--- src/rtl/pll_lock_supervisor.sv ---
// PLL lock supervisor: drives the ECP5 PLL RST pin, qualifies LOCK, gates sys_rst.
// Optional saturating lock-loss counter: define PLL_SUPERVISOR_LOSS_CNT_EN.
module pll_lock_supervisor #(
    parameter int RST_CYCLES    = 16,
    parameter int LOCK_TIMEOUT  = 65536,
    parameter int STABLE_CYCLES = 1024,
    parameter int MAX_RETRIES   = 3,
    parameter int TIMER_W       = 20
) (
    input  logic       clkin,
    input  logic       rst,
    input  logic       pll_locked,
    output logic       pll_rst,
    output logic       sys_rst,
    output logic       ready,
    output logic       fault,
    output logic [7:0] retry_cnt,
    output logic [7:0] lock_loss_cnt
);

    typedef enum logic [2:0] {
        S_PLL_RESET,
        S_WAIT_LOCK,
        S_STABLE,
        S_RUN,
        S_FAULT
    } state_t;

    localparam logic [TIMER_W-1:0] RST_LAST  = TIMER_W'(RST_CYCLES - 1);
    localparam logic [TIMER_W-1:0] LOCK_LAST = TIMER_W'(LOCK_TIMEOUT - 1);
    localparam logic [TIMER_W-1:0] STAB_LAST = TIMER_W'(STABLE_CYCLES - 1);
    localparam logic [TIMER_W-1:0] TIMER_ONE = TIMER_W'(1);
    localparam logic [7:0]         RETRY_MAX = 8'(MAX_RETRIES);

    state_t               r_state;
    state_t               w_state_nxt;
    logic [TIMER_W-1:0]   r_timer;
    logic [TIMER_W-1:0]   w_timer_nxt;
    logic [7:0]           r_retry;
    logic [7:0]           w_retry_nxt;
    logic [1:0]           r_sync;
    logic                 w_locked_s;
    logic                 r_pll_rst;
    logic                 r_sys_rst;
    logic                 r_ready;
    logic                 r_fault;

    assign w_locked_s = r_sync[1];

    // Two-flop synchronizer for the asynchronous PLL LOCK pin
    always_ff @(posedge clkin) begin
        if (rst) begin
            r_sync <= 2'b00;
        end else begin
            r_sync <= {r_sync[0], pll_locked};
        end
    end

    // Next-state, timer and retry bookkeeping
    always_comb begin
        w_state_nxt = r_state;
        w_timer_nxt = r_timer;
        w_retry_nxt = r_retry;
        unique case (r_state)
            S_PLL_RESET: begin
                if (r_timer == RST_LAST) begin
                    w_state_nxt = S_WAIT_LOCK;
                    w_timer_nxt = '0;
                end else begin
                    w_timer_nxt = r_timer + TIMER_ONE;
                end
            end
            S_WAIT_LOCK: begin
                if (w_locked_s) begin
                    w_state_nxt = S_STABLE;
                    w_timer_nxt = '0;
                end else if (r_timer == LOCK_LAST) begin
                    w_timer_nxt = '0;
                    if (r_retry == RETRY_MAX) begin
                        w_state_nxt = S_FAULT;
                    end else begin
                        w_state_nxt = S_PLL_RESET;
                        w_retry_nxt = r_retry + 8'd1;
                    end
                end else begin
                    w_timer_nxt = r_timer + TIMER_ONE;
                end
            end
            S_STABLE: begin
                if (!w_locked_s) begin
                    w_state_nxt = S_WAIT_LOCK;
                    w_timer_nxt = '0;
                end else if (r_timer == STAB_LAST) begin
                    w_state_nxt = S_RUN;
                    w_timer_nxt = '0;
                    w_retry_nxt = 8'd0;
                end else begin
                    w_timer_nxt = r_timer + TIMER_ONE;
                end
            end
            S_RUN: begin
                if (!w_locked_s) begin
                    w_state_nxt = S_PLL_RESET;
                    w_timer_nxt = '0;
                end
            end
            S_FAULT: begin
                w_state_nxt = S_FAULT;
            end
            default: begin
                w_state_nxt = S_PLL_RESET;
                w_timer_nxt = '0;
            end
        endcase
    end

    // State register with outputs decoded from the next state
    always_ff @(posedge clkin) begin
        if (rst) begin
            r_state   <= S_PLL_RESET;
            r_timer   <= '0;
            r_retry   <= 8'd0;
            r_pll_rst <= 1'b1;
            r_sys_rst <= 1'b1;
            r_ready   <= 1'b0;
            r_fault   <= 1'b0;
        end else begin
            r_state   <= w_state_nxt;
            r_timer   <= w_timer_nxt;
            r_retry   <= w_retry_nxt;
            r_pll_rst <= (w_state_nxt == S_PLL_RESET) ||
                         (w_state_nxt == S_FAULT);
            r_sys_rst <= (w_state_nxt != S_RUN);
            r_ready   <= (w_state_nxt == S_RUN);
            r_fault   <= (w_state_nxt == S_FAULT);
        end
    end

    assign pll_rst   = r_pll_rst;
    assign sys_rst   = r_sys_rst;
    assign ready     = r_ready;
    assign fault     = r_fault;
    assign retry_cnt = r_retry;

`ifdef PLL_SUPERVISOR_LOSS_CNT_EN
    logic [7:0] r_loss;
    logic       w_loss_evt;

    assign w_loss_evt = (r_state == S_RUN) && !w_locked_s;

    // Saturating count of lock losses observed while running
    always_ff @(posedge clkin) begin
        if (rst) begin
            r_loss <= 8'd0;
        end else if (w_loss_evt && (r_loss != 8'hFF)) begin
            r_loss <= r_loss + 8'd1;
        end
    end

    assign lock_loss_cnt = r_loss;
`else
    assign lock_loss_cnt = 8'd0;
`endif

endmodule

--- config.mk ---
export PLATFORM = sky130hd
export DESIGN_NAME = pll_lock_supervisor
export DESIGN_NICKNAME = d
export VERILOG_FILES = /design/src/rtl/pll_lock_supervisor.sv
export SDC_FILE = /design/constraint.sdc
export NUM_CORES = 1
export LEC_CHECK = 0
export CAP_MARGIN = 10
export CORE_AREA = 3 3 74 76
export DETAILED_ROUTE_END_ITERATION = 8
export DIE_AREA = 0 0 77 79
export GPL_ROUTABILITY_DRIVEN = 1
export REMOVE_ABC_BUFFERS = 1
export SLEW_MARGIN = 15
export SYNTH_ARGS = -nofsm -noshare
export SYNTH_HDL_FRONTEND = slang
export SYNTH_SLANG_ARGS = --single-unit
--- constraint.sdc ---
create_clock -name clkin -period 3.4 [get_ports clkin]
set_input_delay 0.34 -clock clkin [delete_from_list [all_inputs] [get_ports clkin]]
set_output_delay 0.34 -clock clkin [all_outputs]
set_load 0.02 [all_outputs]
; Yosys cells after proc, flatten, opt, wreduce, memory -nomap -nowiden
; Cells that the tools add are included.
; W data, S select, Z words.
[classes]
addsub = 2
n_reduce_logical = 6
bitwise_logic = 1
n_mux = 21
n_eq_ne = 17
[op_table]
columns = operator, count
row1 = $mux W20, 6
row2 = $pmux W20 S5, 1
row3 = $mux W8, 5
row4 = $mux W3, 7
row5 = $add A20 B1 Y20 const B, 1
row6 = $eq A20 B10 Y1 const B, 1
row7 = $eq A20 B16 Y1 const B, 1
row8 = $eq A20 B4 Y1 const B, 1
row9 = $pmux W8 S2, 1
row10 = $pmux W3 S5, 1
row11 = $ne A2 B2 Y1 const B, 6
row12 = $eq A3 B2 Y1 const B, 3
row13 = $add A8 B1 Y8 const B, 1
row14 = $eq A8 B2 Y1 const B, 1
row15 = $eq A3 B3 Y1 const B, 2
row16 = $logic_not A3 Y1, 2
row17 = $reduce_and A6 Y1, 1
row18 = $eq A3 B1 Y1 const B, 1
row19 = $ne A3 B2 Y1 const B, 1
row20 = $reduce_and A2 Y1, 1
row21 = $reduce_bool A2 Y1, 1
row22 = $logic_or A1 B1 Y1, 1
row23 = $not A1 Y1, 1
[totals]
word_cells = 55
regBits = 37

; Longest topological paths before layout
[depth]
depth_word = 7
ltp_mapped = 8

; Worst setup path before layout
; OpenSTA, ideal clock, no wires.
[synth_path]
path_kind = reg-to-reg
startpoint = register r_retry[0] (netlist: retry_cnt[0])
endpoint = register r_retry[1] (netlist: retry_cnt[1])
required_time_ps = 3279
stages_incl_launch_ff = 7
arrival_time_ps = 1955
period_less_slack_ps = 2077
path_buffers = 0
path_slack_ps = 1323
setup_time_ps = 121
cell_sequence = dfxtp_1 ha_1 or4b_2 nor4_1 nor3_2 mux2i_1 nor2_1
[synth_between]
elab_chain_cells = 5
word_cells_on_any_way = 8
[synth_rtl]
columns = item, line
row1 = from (decl), 39  ; logic [7:0] r_retry;
row2 = from (signal assigned), 130  ; r_retry <= w_retry_nxt;
row3 = $add A8 B1 Y8, 83  ; w_retry_nxt = r_retry + 8'd1;
row4 = $mux W8, 79  ; if (r_retry == RETRY_MAX) begin
row5 = $mux W8, 77  ; end else if (r_timer == LOCK_LAST) begin
row6 = $mux W8, 74  ; if (w_locked_s) begin
row7 = $pmux W8 S2, 64  ; unique case (r_state)
; Several ways; a longest one is shown, not always the timed one. The select of a mux whose other input is x is not followed.
; A chain may end at the register's enable or synchronous reset.

; Worst setup path in the final report
[layout_path]
startpoint = register r_timer[1]
endpoint = register r_retry[6] (netlist: retry_cnt[6])
[layout_between]
elab_chain_cells = 3
word_cells_on_any_way = 5
[layout_rtl]
columns = item, line
row1 = from (decl), 37  ; logic [TIMER_W-1:0] r_timer;
row2 = from (signal assigned), 129  ; r_timer <= w_timer_nxt;
row3 = $eq A20 B10 Y1 or $eq A20 B16 Y1 (tied branches), "93, 77"
row4 = $ne A2 B2 Y1 (no line), n/a
row5 = $reduce_and A6 Y1 (no line) *, n/a
; Every way passes the cells marked *; elsewhere a longest branch is shown, timed or not.

==> metrics.txt <==
# TYPE chip_impl_metric gauge
chip_impl_metric{name="ys_types",unit=""} 45
chip_impl_metric{name="floorplan.rows",unit=""} 25
chip_impl_metric{name="io_pins",unit=""} 23
chip_impl_metric{name="clk_transition_reported_paths",unit="ns"} 0.07
chip_impl_metric{name="synthDominantCellAreaShare",unit="%"} 38.8
chip_impl_info{name="critical_path.reg2reg.endpoint",value="retry_cnt[6]"} 1
chip_impl_info{name="synthDominantAreaCellType",value="sky130_fd_sc_hd__dfxtp_1"} 1
chip_impl_metric{name="netSwitchingFraction",unit="%"} 22.2
chip_impl_info{name="synthFlopType",value="sky130_fd_sc_hd__dfxtp_1"} 1
chip_impl_metric{name="routed_via_density",unit=""} 5.24
chip_impl_metric{name="ys_warn_count",unit=""} 0
chip_impl_metric{name="drc_errors",unit=""} 0
chip_impl_metric{name="die_footprint",unit="mm^2"} 0.00608
chip_impl_info{name="min_to",value="r_sync[1]"} 1
chip_impl_metric{name="die_h",unit="um"} 79
chip_impl_metric{name="final_report_setup_violation_count",unit=""} 0
chip_impl_metric{name="wirelength",unit="um"} 3750
chip_impl_info{name="critical_path_capture_point_type",value="register"} 1
chip_impl_metric{name="dieWidth",unit="um"} 77
chip_impl_metric{name="groute.usage.overall",unit="%"} 13.0
chip_impl_metric{name="final_max_tran_viols",unit=""} 0
chip_impl_metric{name="cts.sink_count",unit=""} 37
chip_impl_info{name="regToRegStartpoint",value="r_timer[1]"} 1
chip_impl_metric{name="design_power_total",unit="uW"} 779
chip_impl_info{name="grt_setup_unrepaired",value="no"} 1
chip_impl_metric{name="arrival",unit="ns"} 2.42
chip_impl_metric{name="num-nets-final",unit=""} 236
chip_impl_info{name="timing_worst_setup_path_type",value="register to register"} 1
chip_impl_metric{name="final_layout_size_suffix_gt1_share",unit="%"} 7.36
chip_impl_metric{name="share_comb_of_total_power",unit="%"} 3.5
chip_impl_metric{name="starting_utilization_of_the_core_area",unit="%"} 39.8
chip_impl_metric{name="ir_drop",unit="V"} 0.000224
chip_impl_metric{name="p_seq_share",unit="%"} 56.7
chip_impl_metric{name="initialDrtViolationCount",unit=""} 54
chip_impl_metric{name="grt-ovfl-total",unit=""} 0
chip_impl_info{name="clockRootBuffer",value="sky130_fd_sc_hd__clkbuf_8"} 1
chip_impl_metric{name="postCtsSetupRepairBufs",unit=""} 0
chip_impl_metric{name="crit_path_max_fanout",unit=""} 10
chip_impl_info{name="hold_crit_path_type",value="register to register"} 1
chip_impl_metric{name="totalNegativeSetupSlack",unit="ns"} 0
chip_impl_metric{name="gpl.final_weighted_congestion",unit=""} 0.785
chip_impl_metric{name="cell_area_after_synthesis",unit="mm^2"} 0.00191
chip_impl_info{name="outcome",value="finished, final reports clean"} 1
chip_impl_metric{name="grt_max_degree",unit=""} 18
chip_impl_metric{name="worst_clock_skew",unit="ns"} 0.00452
chip_impl_info{name="synth_most_common_cell",value="sky130_fd_sc_hd__dfxtp_1"} 1
chip_impl_metric{name="max_fclk",unit="GHz"} 0.453
chip_impl_metric{name="synth_area_per_cell",unit="um^2"} 8.79
chip_impl_metric{name="maxCapViolations",unit=""} 0
chip_impl_metric{name="synth_enable_flop_cells",unit=""} 0
chip_impl_metric{name="max_slew.worst_pin.slew",unit="ns"} 0.667
chip_impl_metric{name="total_switching_power",unit="uW"} 173
chip_impl_info{name="synthTopCellsByCount",value="sky130_fd_sc_hd__dfxtp_1, sky130_fd_sc_hd__nor2_1, sky130_fd_sc_hd__xnor2_1"} 1
chip_impl_metric{name="seq_area_frac_synth",unit="%"} 38.8
chip_impl_metric{name="postSynthRegisterBits",unit=""} 37
chip_impl_metric{name="area_growth_from_synthesis_to_layout",unit="%"} 12.9
chip_impl_metric{name="min_path_cells",unit=""} 1
chip_impl_metric{name="cellPowerDensity",unit="mW/mm^2"} 362
chip_impl_metric{name="h-tree-depth",unit=""} 2
chip_impl_metric{name="numCtsBuffers",unit=""} 5
chip_impl_metric{name="port-buffer-count",unit=""} 14
chip_impl_metric{name="final_hold_violations",unit=""} 0
chip_impl_metric{name="critical_path_required",unit="ns"} 3.62
chip_impl_metric{name="clock_latency",unit="ns"} 0.29
chip_impl_metric{name="static-leakage-power",unit="uW"} 0.000712
chip_impl_metric{name="placeableCoreArea",unit="mm^2"} 0.00479
chip_impl_info{name="min_from",value="r_sync[0]"} 1
chip_impl_metric{name="fillerInstances",unit=""} 493
chip_impl_metric{name="postRouteAntennaNets",unit=""} 0
chip_impl_metric{name="antenna_found_initial",unit=""} 0
chip_impl_info{name="tritoncts",value="built"} 1
chip_impl_metric{name="pre_cts_ws",unit="ns"} 1.21
chip_impl_metric{name="num_antenna_cells",unit=""} 0
chip_impl_metric{name="vias",unit=""} 1563
chip_impl_metric{name="place_hpwl",unit="um"} 2700
chip_impl_metric{name="max-clock-path-buffers",unit=""} 2
chip_impl_metric{name="async_reset_ff_share",unit="%"} 0
chip_impl_metric{name="layout_worst_path_cycle_share",unit="%"} 64.9
chip_impl_metric{name="detail_route.wl_per_cell",unit="um"} 12.6
chip_impl_metric{name="hold_buffers",unit=""} 0
chip_impl_metric{name="post_cts_resize_count",unit=""} 0
chip_impl_metric{name="postSynthCellCount",unit=""} 217
chip_impl_metric{name="p_int",unit="uW"} 607
chip_impl_metric{name="number_of_global_route_vias_before_repair",unit=""} 1416
chip_impl_metric{name="worst_slack",unit="ns"} 1.19
chip_impl_metric{name="first_pass_grt_wire_length",unit="um"} 6490
chip_impl_metric{name="worst_rel_slew_slack",unit="%"} 55.3
chip_impl_metric{name="setup.reg_to_reg.worst_slack",unit="ns"} 1.19
chip_impl_metric{name="r2r.worst_path.cells",unit=""} 6
chip_impl_info{name="worstSetupStartpointType",value="register"} 1
chip_impl_metric{name="clkPwrFrac",unit="%"} 39.8
chip_impl_info{name="netlist_top_cells_area",value="sky130_fd_sc_hd__dfxtp_1, sky130_fd_sc_hd__xnor2_1, sky130_fd_sc_hd__nor2_1, sky130_fd_sc_hd__buf_4, sky130_fd_sc_hd__a21oi_1"} 1
chip_impl_metric{name="timing.final.crit_period",unit="ns"} 2.21
chip_impl_metric{name="drtPass1Iterations",unit=""} 4
layer usage:
layer	track usage, %	wire (um)	share of wire (%)
met1	17.0	1890	51
met5	0	0	0
met2	21.1	1670	45
met4	4.27	53	1.4
met3	3.06	126	3.4
final cells by class:
| type | count | area, um^2 | share of cell area, % |
|---|---|---|---|
| Tap cell | 67 | 83.8 | 3.90 |
| Multi-Input combinational cell | 167 | 1070 | 49.9 |
| Inverter | 5 | 18.8 | 0.872 |
| Clock buffer | 7 | 86.3 | 4.01 |
| Timing Repair Buffer | 15 | 148 | 6.86 |
| Sequential cell | 37 | 741 | 34.4 |
worst max path at each step:
stage,start,to,slack [ns],cells after the start
final,r_timer[1],retry_cnt[6],1.19,6
after global routing,r_timer[1],retry_cnt[6],1.04,6
after CTS,r_state[0],retry_cnt[6],1.19,5
after detailed placement,r_state[0],retry_cnt[6],1.21,5
after global placement,r_timer[10],sys_rst,1.21,5
after floorplan,retry_cnt[0],retry_cnt[1],1.32,6
power by group through the flow:
stage / combinational (uW) / clock, uW / sequential, uW
after detailed placement: 27.6 / 0 / 452
after global placement: 27.5 / 0 / 451
after floorplan: 19.4 / 0 / 451
after global routing: 31.1 / 334 / 442
after CTS: 27.6 / 316 / 441
final: 27.4 / 310 / 442
critical path, cell delays in order (launching register included):
cell	delay, ns
sky130_fd_sc_hd__dfxtp_1	0.38
sky130_fd_sc_hd__ha_1	0.20
sky130_fd_sc_hd__nand3_1	0.37
sky130_fd_sc_hd__nor3_4	0.37
sky130_fd_sc_hd__nand4_4	0.17
sky130_fd_sc_hd__or4_1	0.49
sky130_fd_sc_hd__a21oi_1	0.15
stage by stage:
step	hold WS [ns]	util [%]	instance area, um^2	std cells
finish	0.444	45.0	2150	298
global route	0.464	45.0	2150	298
CTS	0.451	45.0	2150	298
floorplan	0.409	-	1830	209
global placement	0.443	43.2	2070	291
detailed placement	0.427	43.2	2070	291
state kept, by name, indices dropped and copies added (netlist names):
name       flops
r_timer       20
r_sync         2
retry_cnt      8
fault          1
sys_rst        1
r_state        3
ready          1
pll_rst        1
layout by cell type, fill, tap and decap left out, drive strengths merged, types with 2 or more instances in the layout:
cell type | synthesis | final
dfxtp | 37 | 37
nor2 | 28 | 28
xnor2 | 16 | 16
nand2 | 15 | 15
clkdlybuf4s50 | 0 | 14
a21oi | 12 | 12
nor3 | 12 | 12
nand3 | 10 | 10
nor4 | 9 | 9
conb | 1 | 8
nand4 | 7 | 7
clkbuf | 4 | 7
or4 | 6 | 6
inv | 5 | 5
and4 | 4 | 4
and3 | 3 | 3
or3 | 3 | 3
o32ai | 3 | 3
xor2 | 3 | 3
o31ai | 3 | 3
nor3b | 2 | 2
o21a | 2 | 2
nor2b | 2 | 2
o21ai | 2 | 2
ha | 2 | 2
or4b | 2 | 2
a21boi | 2 | 2
cells by family (layout without fill, tap and decap cells):
family | after synthesis | after routing | synth area share, %
AND/OR/NAND/NOR | 107 | 107 | 32.4
buffers and inverters | 20 | 27 | 6.17
XOR/XNOR | 19 | 19 | 8.73
AO/OA/AOI/OAI | 30 | 30 | 11.8
other | 1 | 8 | 0.197
adder cells (fa/ha/maj) | 2 | 2 | 1.31
multiplexers | 1 | 1 | 0.525
flip-flops | 37 | 37 | 38.8
Power figures use the tool's default switching activity.
